`config.mk`:
```
export PLATFORM = sky130hd
export DESIGN_NAME = sdram_port_sched_flat
export DESIGN_NICKNAME = d
export VERILOG_FILES = /design/src/rtl/sdram_port_sched_if.sv /design/src/rtl/sdram_port_sched.sv /design/src/flat_wrapper.sv
export SDC_FILE = /design/constraint.sdc
export NUM_CORES = 1
export LEC_CHECK = 0
export ABC_AREA = 0
export CAP_MARGIN = 20
export CORE_ASPECT_RATIO = 0.9
export CORE_UTILIZATION = 32
export DETAILED_ROUTE_END_ITERATION = 8
export GPL_TIMING_DRIVEN = 0
export PLACE_DENSITY = 0.88
export REMOVE_ABC_BUFFERS = 1
export SYNTH_ARGS = -nofsm -noshare
export SYNTH_HDL_FRONTEND = slang
export SYNTH_SLANG_ARGS = --single-unit
export TNS_END_PERCENT = 100
```
`constraint.sdc`:
```
create_clock -name sdram_clk -period 3.9 [get_ports sdram_clk]
set_clock_uncertainty 0.2 [all_clocks]
set_input_delay 0.78 -clock sdram_clk [delete_from_list [all_inputs] [get_ports sdram_clk]]
set_output_delay 0.78 -clock sdram_clk [all_outputs]
set_load 0.03 [all_outputs]
```
`src/rtl/sdram_port_sched_if.sv`:
```
// Bus bundle between the per-port wb_port buffers, the port scheduler and the
// SDRAM controller. The scheduler takes the slave view; port/controller side is master.
interface sdram_port_sched_if #(
    parameter int unsigned WB_PORTS = 3
);
    logic [WB_PORTS-1:0]    p_acc_i;
    logic [WB_PORTS*32-1:0] p_adr_i;
    logic [WB_PORTS*16-1:0] p_dat_i;
    logic [WB_PORTS*2-1:0]  p_sel_i;
    logic [WB_PORTS-1:0]    p_we_i;
    logic [WB_PORTS-1:0]    p_ack_o;
    logic [31:0]            adr_o;
    logic [15:0]            dat_o;
    logic [1:0]             sel_o;
    logic                   we_o;
    logic                   acc_o;
    logic                   ack_i;

    modport slave (
        input  p_acc_i, p_adr_i, p_dat_i, p_sel_i, p_we_i, ack_i,
        output p_ack_o, adr_o, dat_o, sel_o, we_o, acc_o
    );

    modport master (
        output p_acc_i, p_adr_i, p_dat_i, p_sel_i, p_we_i, ack_i,
        input  p_ack_o, adr_o, dat_o, sel_o, we_o, acc_o
    );
endinterface

```
`src/rtl/sdram_port_sched.sv`:
```
// Time-sliced round-robin owner selection for the SDRAM controller: each port keeps
// the controller for up to QUANTUM acks while others wait, and ownership only moves when idle.
module sdram_port_sched #(
    parameter int unsigned WB_PORTS = 3,
    parameter int unsigned QUANTUM  = 8
) (
    input  logic                sdram_clk,
    input  logic                sdram_rst,
    input  logic                sdram_idle_i,
    output logic [WB_PORTS-1:0] grant_o,
    sdram_port_sched_if.slave   bus
);
    localparam int unsigned IDX_W = (WB_PORTS > 1) ? $clog2(WB_PORTS) : 1;
    localparam int unsigned CNT_W = $clog2(QUANTUM + 1);

    localparam logic [CNT_W-1:0] CNT_MAX  = CNT_W'(QUANTUM);
    localparam logic [CNT_W-1:0] CNT_LAST = CNT_W'(QUANTUM - 1);
    localparam logic [IDX_W-1:0] IDX_TOP  = IDX_W'(WB_PORTS - 1);

    localparam logic [1:0] ST_IDLE    = 2'd0;
    localparam logic [1:0] ST_OWN     = 2'd1;
    localparam logic [1:0] ST_RELEASE = 2'd2;

    logic [1:0]          state;
    logic [1:0]          state_nxt;
    logic [WB_PORTS-1:0] grant_nxt;
    logic [CNT_W-1:0]    cnt;
    logic [CNT_W-1:0]    cnt_nxt;
    logic [IDX_W-1:0]    owner;
    logic [IDX_W-1:0]    owner_nxt;
    logic [IDX_W-1:0]    last;
    logic [IDX_W-1:0]    last_nxt;

    logic [IDX_W-1:0]    rr_idx;
    logic [IDX_W-1:0]    pick;
    logic                pick_vld;
    logic                other_req;
    logic                force_off;
    logic                acc_c;
    logic [WB_PORTS-1:0] ack_c;
    logic                any_grant;

    // Round-robin search: walk from farthest to nearest so the port right after 'last' wins.
    always_comb begin
        rr_idx   = '0;
        pick     = '0;
        pick_vld = 1'b0;
        for (int k = int'(WB_PORTS); k >= 1; k--) begin
            rr_idx = IDX_W'((int'(last) + k) % int'(WB_PORTS));
            if (bus.p_acc_i[rr_idx]) begin
                pick     = rr_idx;
                pick_vld = 1'b1;
            end
        end
    end

    always_ff @(posedge sdram_clk) begin
        if (sdram_rst) begin
            state   <= ST_IDLE;
            grant_o <= '0;
            cnt     <= '0;
            owner   <= '0;
            last    <= IDX_TOP;
        end else begin
            state   <= state_nxt;
            grant_o <= grant_nxt;
            cnt     <= cnt_nxt;
            owner   <= owner_nxt;
            last    <= last_nxt;
        end
    end

    // Next-state and per-state controller handshake.
    always_comb begin
        state_nxt = state;
        grant_nxt = grant_o;
        cnt_nxt   = cnt;
        owner_nxt = owner;
        last_nxt  = last;
        acc_c     = 1'b0;
        ack_c     = '0;
        other_req = |(bus.p_acc_i & ~grant_o);
        // Quota used up while someone else waits: stop issuing new accesses.
        force_off = (cnt == CNT_MAX) && other_req;

        case (state)
            ST_IDLE: begin
                if (sdram_idle_i && pick_vld) begin
                    state_nxt = ST_OWN;
                    grant_nxt = WB_PORTS'(1) << pick;
                    cnt_nxt   = '0;
                    owner_nxt = pick;
                end
            end
            ST_OWN: begin
                acc_c        = bus.p_acc_i[owner] & ~force_off;
                ack_c[owner] = bus.ack_i;
                if (bus.ack_i && (cnt != CNT_MAX)) begin
                    cnt_nxt = cnt + 1'b1;
                end
                if (!bus.p_acc_i[owner] ||
                    (bus.ack_i && (cnt == CNT_LAST) && other_req) ||
                    ((cnt == CNT_MAX) && !acc_c && other_req)) begin
                    state_nxt = ST_RELEASE;
                    last_nxt  = owner;
                end
            end
            ST_RELEASE: begin
                if (sdram_idle_i) begin
                    state_nxt = ST_IDLE;
                    grant_nxt = '0;
                end
            end
            default: begin
                state_nxt = ST_IDLE;
                grant_nxt = '0;
            end
        endcase
    end

    // Owner's fields stay on the controller bus through RELEASE; zero with no owner.
    assign any_grant   = |grant_o;
    assign bus.adr_o   = any_grant ? bus.p_adr_i[int'(owner)*32 +: 32] : 32'd0;
    assign bus.dat_o   = any_grant ? bus.p_dat_i[int'(owner)*16 +: 16] : 16'd0;
    assign bus.sel_o   = any_grant ? bus.p_sel_i[int'(owner)*2 +: 2] : 2'd0;
    assign bus.we_o    = any_grant & bus.p_we_i[owner];
    assign bus.acc_o   = acc_c;
    assign bus.p_ack_o = ack_c;

endmodule
```
`src/flat_wrapper.sv`:
```
// flat-port wrapper written by rule: the top's interface ports become plain ports
module sdram_port_sched_flat 
#(
    parameter int unsigned WB_PORTS = 3,
    parameter int unsigned QUANTUM  = 8
)
  (sdram_clk, sdram_rst, sdram_idle_i, grant_o, bus_p_acc_i, bus_p_adr_i, bus_p_dat_i, bus_p_sel_i, bus_p_we_i, bus_ack_i, bus_p_ack_o, bus_adr_o, bus_dat_o, bus_sel_o, bus_we_o, bus_acc_o);
  sdram_port_sched_if #(.WB_PORTS(WB_PORTS)) bus_i ();
  input  logic sdram_clk;
  input  logic sdram_rst;
  input  logic sdram_idle_i;
  output logic [WB_PORTS-1:0] grant_o;
  input wire logic [$bits(bus_i.p_acc_i)-1:0] bus_p_acc_i;
  input wire logic [$bits(bus_i.p_adr_i)-1:0] bus_p_adr_i;
  input wire logic [$bits(bus_i.p_dat_i)-1:0] bus_p_dat_i;
  input wire logic [$bits(bus_i.p_sel_i)-1:0] bus_p_sel_i;
  input wire logic [$bits(bus_i.p_we_i)-1:0] bus_p_we_i;
  input wire logic [$bits(bus_i.ack_i)-1:0] bus_ack_i;
  output wire logic [$bits(bus_i.p_ack_o)-1:0] bus_p_ack_o;
  output wire logic [$bits(bus_i.adr_o)-1:0] bus_adr_o;
  output wire logic [$bits(bus_i.dat_o)-1:0] bus_dat_o;
  output wire logic [$bits(bus_i.sel_o)-1:0] bus_sel_o;
  output wire logic [$bits(bus_i.we_o)-1:0] bus_we_o;
  output wire logic [$bits(bus_i.acc_o)-1:0] bus_acc_o;
  assign bus_i.p_acc_i = bus_p_acc_i;
  assign bus_i.p_adr_i = bus_p_adr_i;
  assign bus_i.p_dat_i = bus_p_dat_i;
  assign bus_i.p_sel_i = bus_p_sel_i;
  assign bus_i.p_we_i = bus_p_we_i;
  assign bus_i.ack_i = bus_ack_i;
  assign bus_p_ack_o = bus_i.p_ack_o;
  assign bus_adr_o = bus_i.adr_o;
  assign bus_dat_o = bus_i.dat_o;
  assign bus_sel_o = bus_i.sel_o;
  assign bus_we_o = bus_i.we_o;
  assign bus_acc_o = bus_i.acc_o;
  sdram_port_sched #(.WB_PORTS(WB_PORTS), .QUANTUM(QUANTUM)) u_core (.sdram_clk(sdram_clk), .sdram_rst(sdram_rst), .sdram_idle_i(sdram_idle_i), .grant_o(grant_o), .bus(bus_i));
endmodule
```
# Word-level counts from Yosys, hierarchy flattened
# Cells that the tools add are included.
[totals] output_inout_bits=58 mem_bits_rw=0 latch_bits=0 romBits=0 mem_count=0 regBits=13
[op_classes] n_lt_le_gt_ge=5 n_bitwise=7 div_mod_pow=3 n_mul=0 n_reduce_logical=21 shift=4 muxes=33 n_addsub=4 eq_ne=9
[op_table] operator="$mod 32x3->32 const B" n=3
[op_table] operator="$shiftx 96x8->32" n=1
[op_table] operator="$shiftx 48x7->16" n=1
[op_table] operator="$mux 32" n=1
[op_table] operator="$mux 16" n=1
[op_table] operator="$mux 2" n=7
[op_table] operator="$lt 2x3->1 const B" n=4
[op_table] operator="$bmux 1 s2" n=5
[op_table] operator="$mux 1" n=10
[op_table] operator="$mux 3" n=3
[op_table] operator="$pmux 3 s3" n=1
[op_table] operator="$reduce_and 3->1" n=3
[op_table] operator="$logic_and 1x1->1" n=8
[op_table] operator="$mux 4" n=2
[op_table] operator="$pmux 4 s2" n=1
[op_table] operator="$add 2x2->3 const B" n=2
[op_table] operator="$and 3x3->3" n=2
[op_table] operator="$ne 2x1->1 const B" n=3
[op_table] operator="$pmux 2 s3" n=1
[op_table] operator="$reduce_or 3->1" n=2
[op_table] operator="$shiftx 6x4->2" n=1
[op_table] operator="$add 4x1->4 const B" n=1
[op_table] operator="$eq 4x3->1 const B" n=1
[op_table] operator="$eq 4x4->1 const B" n=1
[op_table] operator="other kinds (16)" n=21

# Depth between registers and ports, before layout
[logic_depth] word_depth=12 mapped_depth=7

# Worst setup path before layout
# Ideal clock, no wire load.
[synth_path] path_kind="input to output" from="input port bus_p_acc_i[1]" to="output port bus_acc_o" n_path_buf=1 slack_ns=1.177 path_stages=4 arrival_ns=1.743 cell_sequence="buf_2 nand2b_1 a31oi_1 nor3_1"
[synth_via] elab_chain_len=6 elab_cells_between_ends=8 cone_classes="3 x mux; 3 x bitwise; 2 x reduce/logical"
[synth_rtl] item="start, declared" line="flat_wrapper.sv:13" text="input wire logic [$bits(bus_i.p_acc_i)-1:0] bus_p_acc_i;"
[synth_rtl] item="$and 3x3->3" line="sdram_port_sched.sv:82" text="other_req = |(bus.p_acc_i & ~grant_o);"
[synth_rtl] item="$reduce_or 3->1" line="sdram_port_sched.sv:82"
[synth_rtl] item="$logic_and 1x1->1" line="sdram_port_sched.sv:84" text="force_off = (cnt == CNT_MAX) && other_req;"
[synth_rtl] item="$not 1->1" line="sdram_port_sched.sv:96" text="acc_c = bus.p_acc_i[owner] & ~force_off;"
[synth_rtl] item="$and 1x1->1 *" line="sdram_port_sched.sv:96"
[synth_rtl] item="$mux 1 *" line="sdram_port_sched.sv:86" text="case (state)"
[synth_rtl] item="end, declared" line="flat_wrapper.sv:24" text="output wire logic [$bits(bus_i.acc_o)-1:0] bus_acc_o;"
# Mark *: on every way between the ends. The rest lies on a longest branch, timed or not. The select of a mux whose other input is x is not followed.

# Worst setup path in the final report
[layout_path] from="register u_core.owner[0]" to="output port bus_dat_o[15]"
[layout_via] elab_chain_len=2
[layout_rtl] item="start, declared" line="sdram_port_sched.sv:29" text="logic [IDX_W-1:0] owner;"
[layout_rtl] item="start signal, assigned" line="sdram_port_sched.sv:68" text="owner <= owner_nxt;"
[layout_rtl] item="$shiftx 48x7->16" line="sdram_port_sched.sv:124" text="assign bus.dat_o = any_grant ? bus.p_dat_i[int'(owner)*16 +: 16] : 16'd0;"
[layout_rtl] item="$mux 16" line="sdram_port_sched.sv:124"
[layout_rtl] item="end, declared" line="flat_wrapper.sv:21" text="output wire logic [$bits(bus_i.dat_o)-1:0] bus_dat_o;"
# No other way between the ends.

==> run metrics <==
largest net degree at the start of global routing 58; Max Cap Violations 0; Ports 218; minimum clock period 3660 ps; largest family of logic cells by synthesized area simple AND/OR/NAND/NOR gates; R2R Path Start u_core.owner[0]$_SDFFE_PP0P_; Area growth syn-to-layout 110%; GR Overflow Total 0; fin cells 618; commonest non-fill, non-tap cell in the layout clkdlybuf4s50_1; compound-gate portion of the synthesized area 22.9%; Startpoint Class flop; Iter 0 DRT Violations 151; placed insts 613; share of layout cells above drive strength 1 3.96%; Core ar. 0.00625 mm^2; synthesized instance count 329; Seq/Total Area, Yosys 12.3%; status complete, no violations; port buffer count 217; Required @ worst endpoint 2920 ps; path depth of the worst reg2reg path 6; Die W 87.9 um; number of synthesized flops with an enable pin 0; Netlist cell types 47; Avg Cell Area, Syn 6.45 um^2; Num CTS Buffers 3; RSZ-0062 raised after global routing false; crit path capture type output pin; achievable frequency 273 MHz; Leak 1.69 nW; Hold Path Stages 2; Routed Antenna Nets 0; Sequential Area 265 um^2; Die Height 79.3 um; worst hold path class flop to flop; Max IR drop VDD 213 uV; post-synthesis mux area share 25.0%; initial antenna violation count 1; Hold Slack 317 ps; row count 27; Worst Setup SP u_core.owner[0]$_SDFFE_PP0P_; #FFs+latches synth 13; Hold Crit Endpoint u_core.last[1]$_SDFFE_PP1P_; die area 0.00697 mm^2; CP max FO 48; routed wire length 9490 um; WP data arrival 2680 ps; Layout Nets 695; Final Hold Fails 0; Worst Max-Slew Pin Slew 727 ps; post-CTS setup buffers 0; post-synthesis adder-cell area fraction 2.83%; Synth Area in Simple Gates 29.8%; maximum root-to-sink buffer count 2; routed vias/inst 4.98; drt drc 0; setup tns final 0 ps; HPWL after detailed placement 7580 um; first-pass GRT wire length 13700 um; Syn. warnings 0; Wirelength per Cell 15.4 um; Layout Utilization 71.2%; htree depth 1; area of the multi-input gates 0.00172 mm^2; Final period util 94.0%; CTS tree built; critical path type flop to output pin; initial core utilization 34.0%; clk slew on worst S/H paths 50 ps; relative slew slack 51.3%; # hold bufs at CTS 0; Sink Count 13; R2R setup slack 1580 ps; vias in the first global route 2814; number of fill cells 490; Reg-to-Reg End u_core.last[0]$_SDFFE_PP0P_; post-cts resize count 0; Pre-antenna DRT Iters 4; fraction of registers with async set/reset 0%; most frequent cells in the layout 217 x clkdlybuf4s50_1, 106 x nor2_1, 55 x a21oi_1, 53 x mux2i_1, 11 x dfxtp_1; Post-Synth XOR/XNOR Area 0%; clock tree root driver cell clkbuf_8; Synth Cell Area 0.00212 mm^2; Clock Latency Late Sink 240 ps; Worst Hold Launch u_core.last[1]$_SDFFE_PP1P_; global placer's final weighted congestion 0.822; Top FF cell, synth dfxtp_1; Setup violations, final 0; overall power 0.00102 W; via count 3075; Final Max Slew Viols 0; pwr dens 229 mW/mm^2; GRT Total Usage 24.8%
## layer usage
layer  GRT usage (%)  wire, um  up-vias
met4            7.05       199        0
met2            47.3      4900      128
met3            5.30       755       13
li1                -         -     1552
met5               0         0        -
met1            26.9      3630     1382
## layout make-up
class,instances,share of cell area (%)
Clock buffer,4,1.01
Timing Repair Buffer,223,51.1
Sequential cell,13,5.96
Multi-Input combinational cell,281,38.7
Inverter,9,0.759
Tap cell,87,2.45
Antenna cell,1,0.0562
## kinds of logic (layout without fill, tap and decap cells)
kind of cell	after synthesis	count (layout)
buffers and inverters	35	236
adders and majority gates	5	5
other	0	1
DFF	13	13
muxes	53	53
and+or+nand+nor	144	144
AOI/OAI and AO/OA	79	79
## critical path, cell delays in order (launching register included)
cell and delay (ps):
dfxtp_2 470, buf_12 270, nor2b_4 530, buf_12 260
a21oi_1 90, nor2_1 80, clkdlybuf4s50_1 720
## cells in the mapped netlist, types with 2 or more instances
cell type,instances,share of area [%]
ha_1,4,2.4
o21ai_0,2,0.47
nor2b_1,3,0.88
or2b_1,2,0.71
a31oi_1,2,0.59
buf_2,4,0.94
inv_1,9,1.6
nand2_1,6,1.1
clkbuf_1,13,2.3
nor3_1,8,1.9
nor2_2,2,0.59
buf_4,5,1.8
dfxtp_1,13,12
nor2_1,106,19
nand2b_1,2,0.59
nor3b_1,5,1.8
nand3_1,2,0.47
o21ai_2,2,0.83
buf_1,4,0.71
o32ai_1,2,0.83
mux2i_1,53,25
a21oi_1,55,13
## how the worst max path moves through the flow
stage | to | slack, ps | cells after the start
final | bus_dat_o[15] | 240 | 6
after detailed placement | bus_acc_o | 300 | 5
after floorplan | bus_acc_o | -1390 | 3
after global placement | bus_acc_o | -3650 | 4
after CTS | bus_dat_o[15] | 210 | 6
after global routing | bus_dat_o[10] | 80 | 6
## power by group
group,total (W),internal (W),switching (W)
Clock,0.000119,0.0000721,0.0000469
Sequential,0.000151,0.000141,0.0000104
Combinational,0.000749,0.000377,0.000372
## stage by stage
| stage | setup WS, ps | instance area (um^2) |
|---|---|---|
| floorplan | -1390 | 2000 |
| global placement | -3650 | 4280 |
| detailed placement | 296 | 4400 |
| CTS | 210 | 4450 |
| global route | 80.2 | 4450 |
| finish | 235 | 4450 |
## sequential cells by signal (all words and copies together), names as in the netlist
register and cells:
u_core.owner 2, u_core.cnt 4, u_core.last 2, u_core.grant_o 3, u_core.state 2
Note: power is estimated with default switching activity, not from simulation.
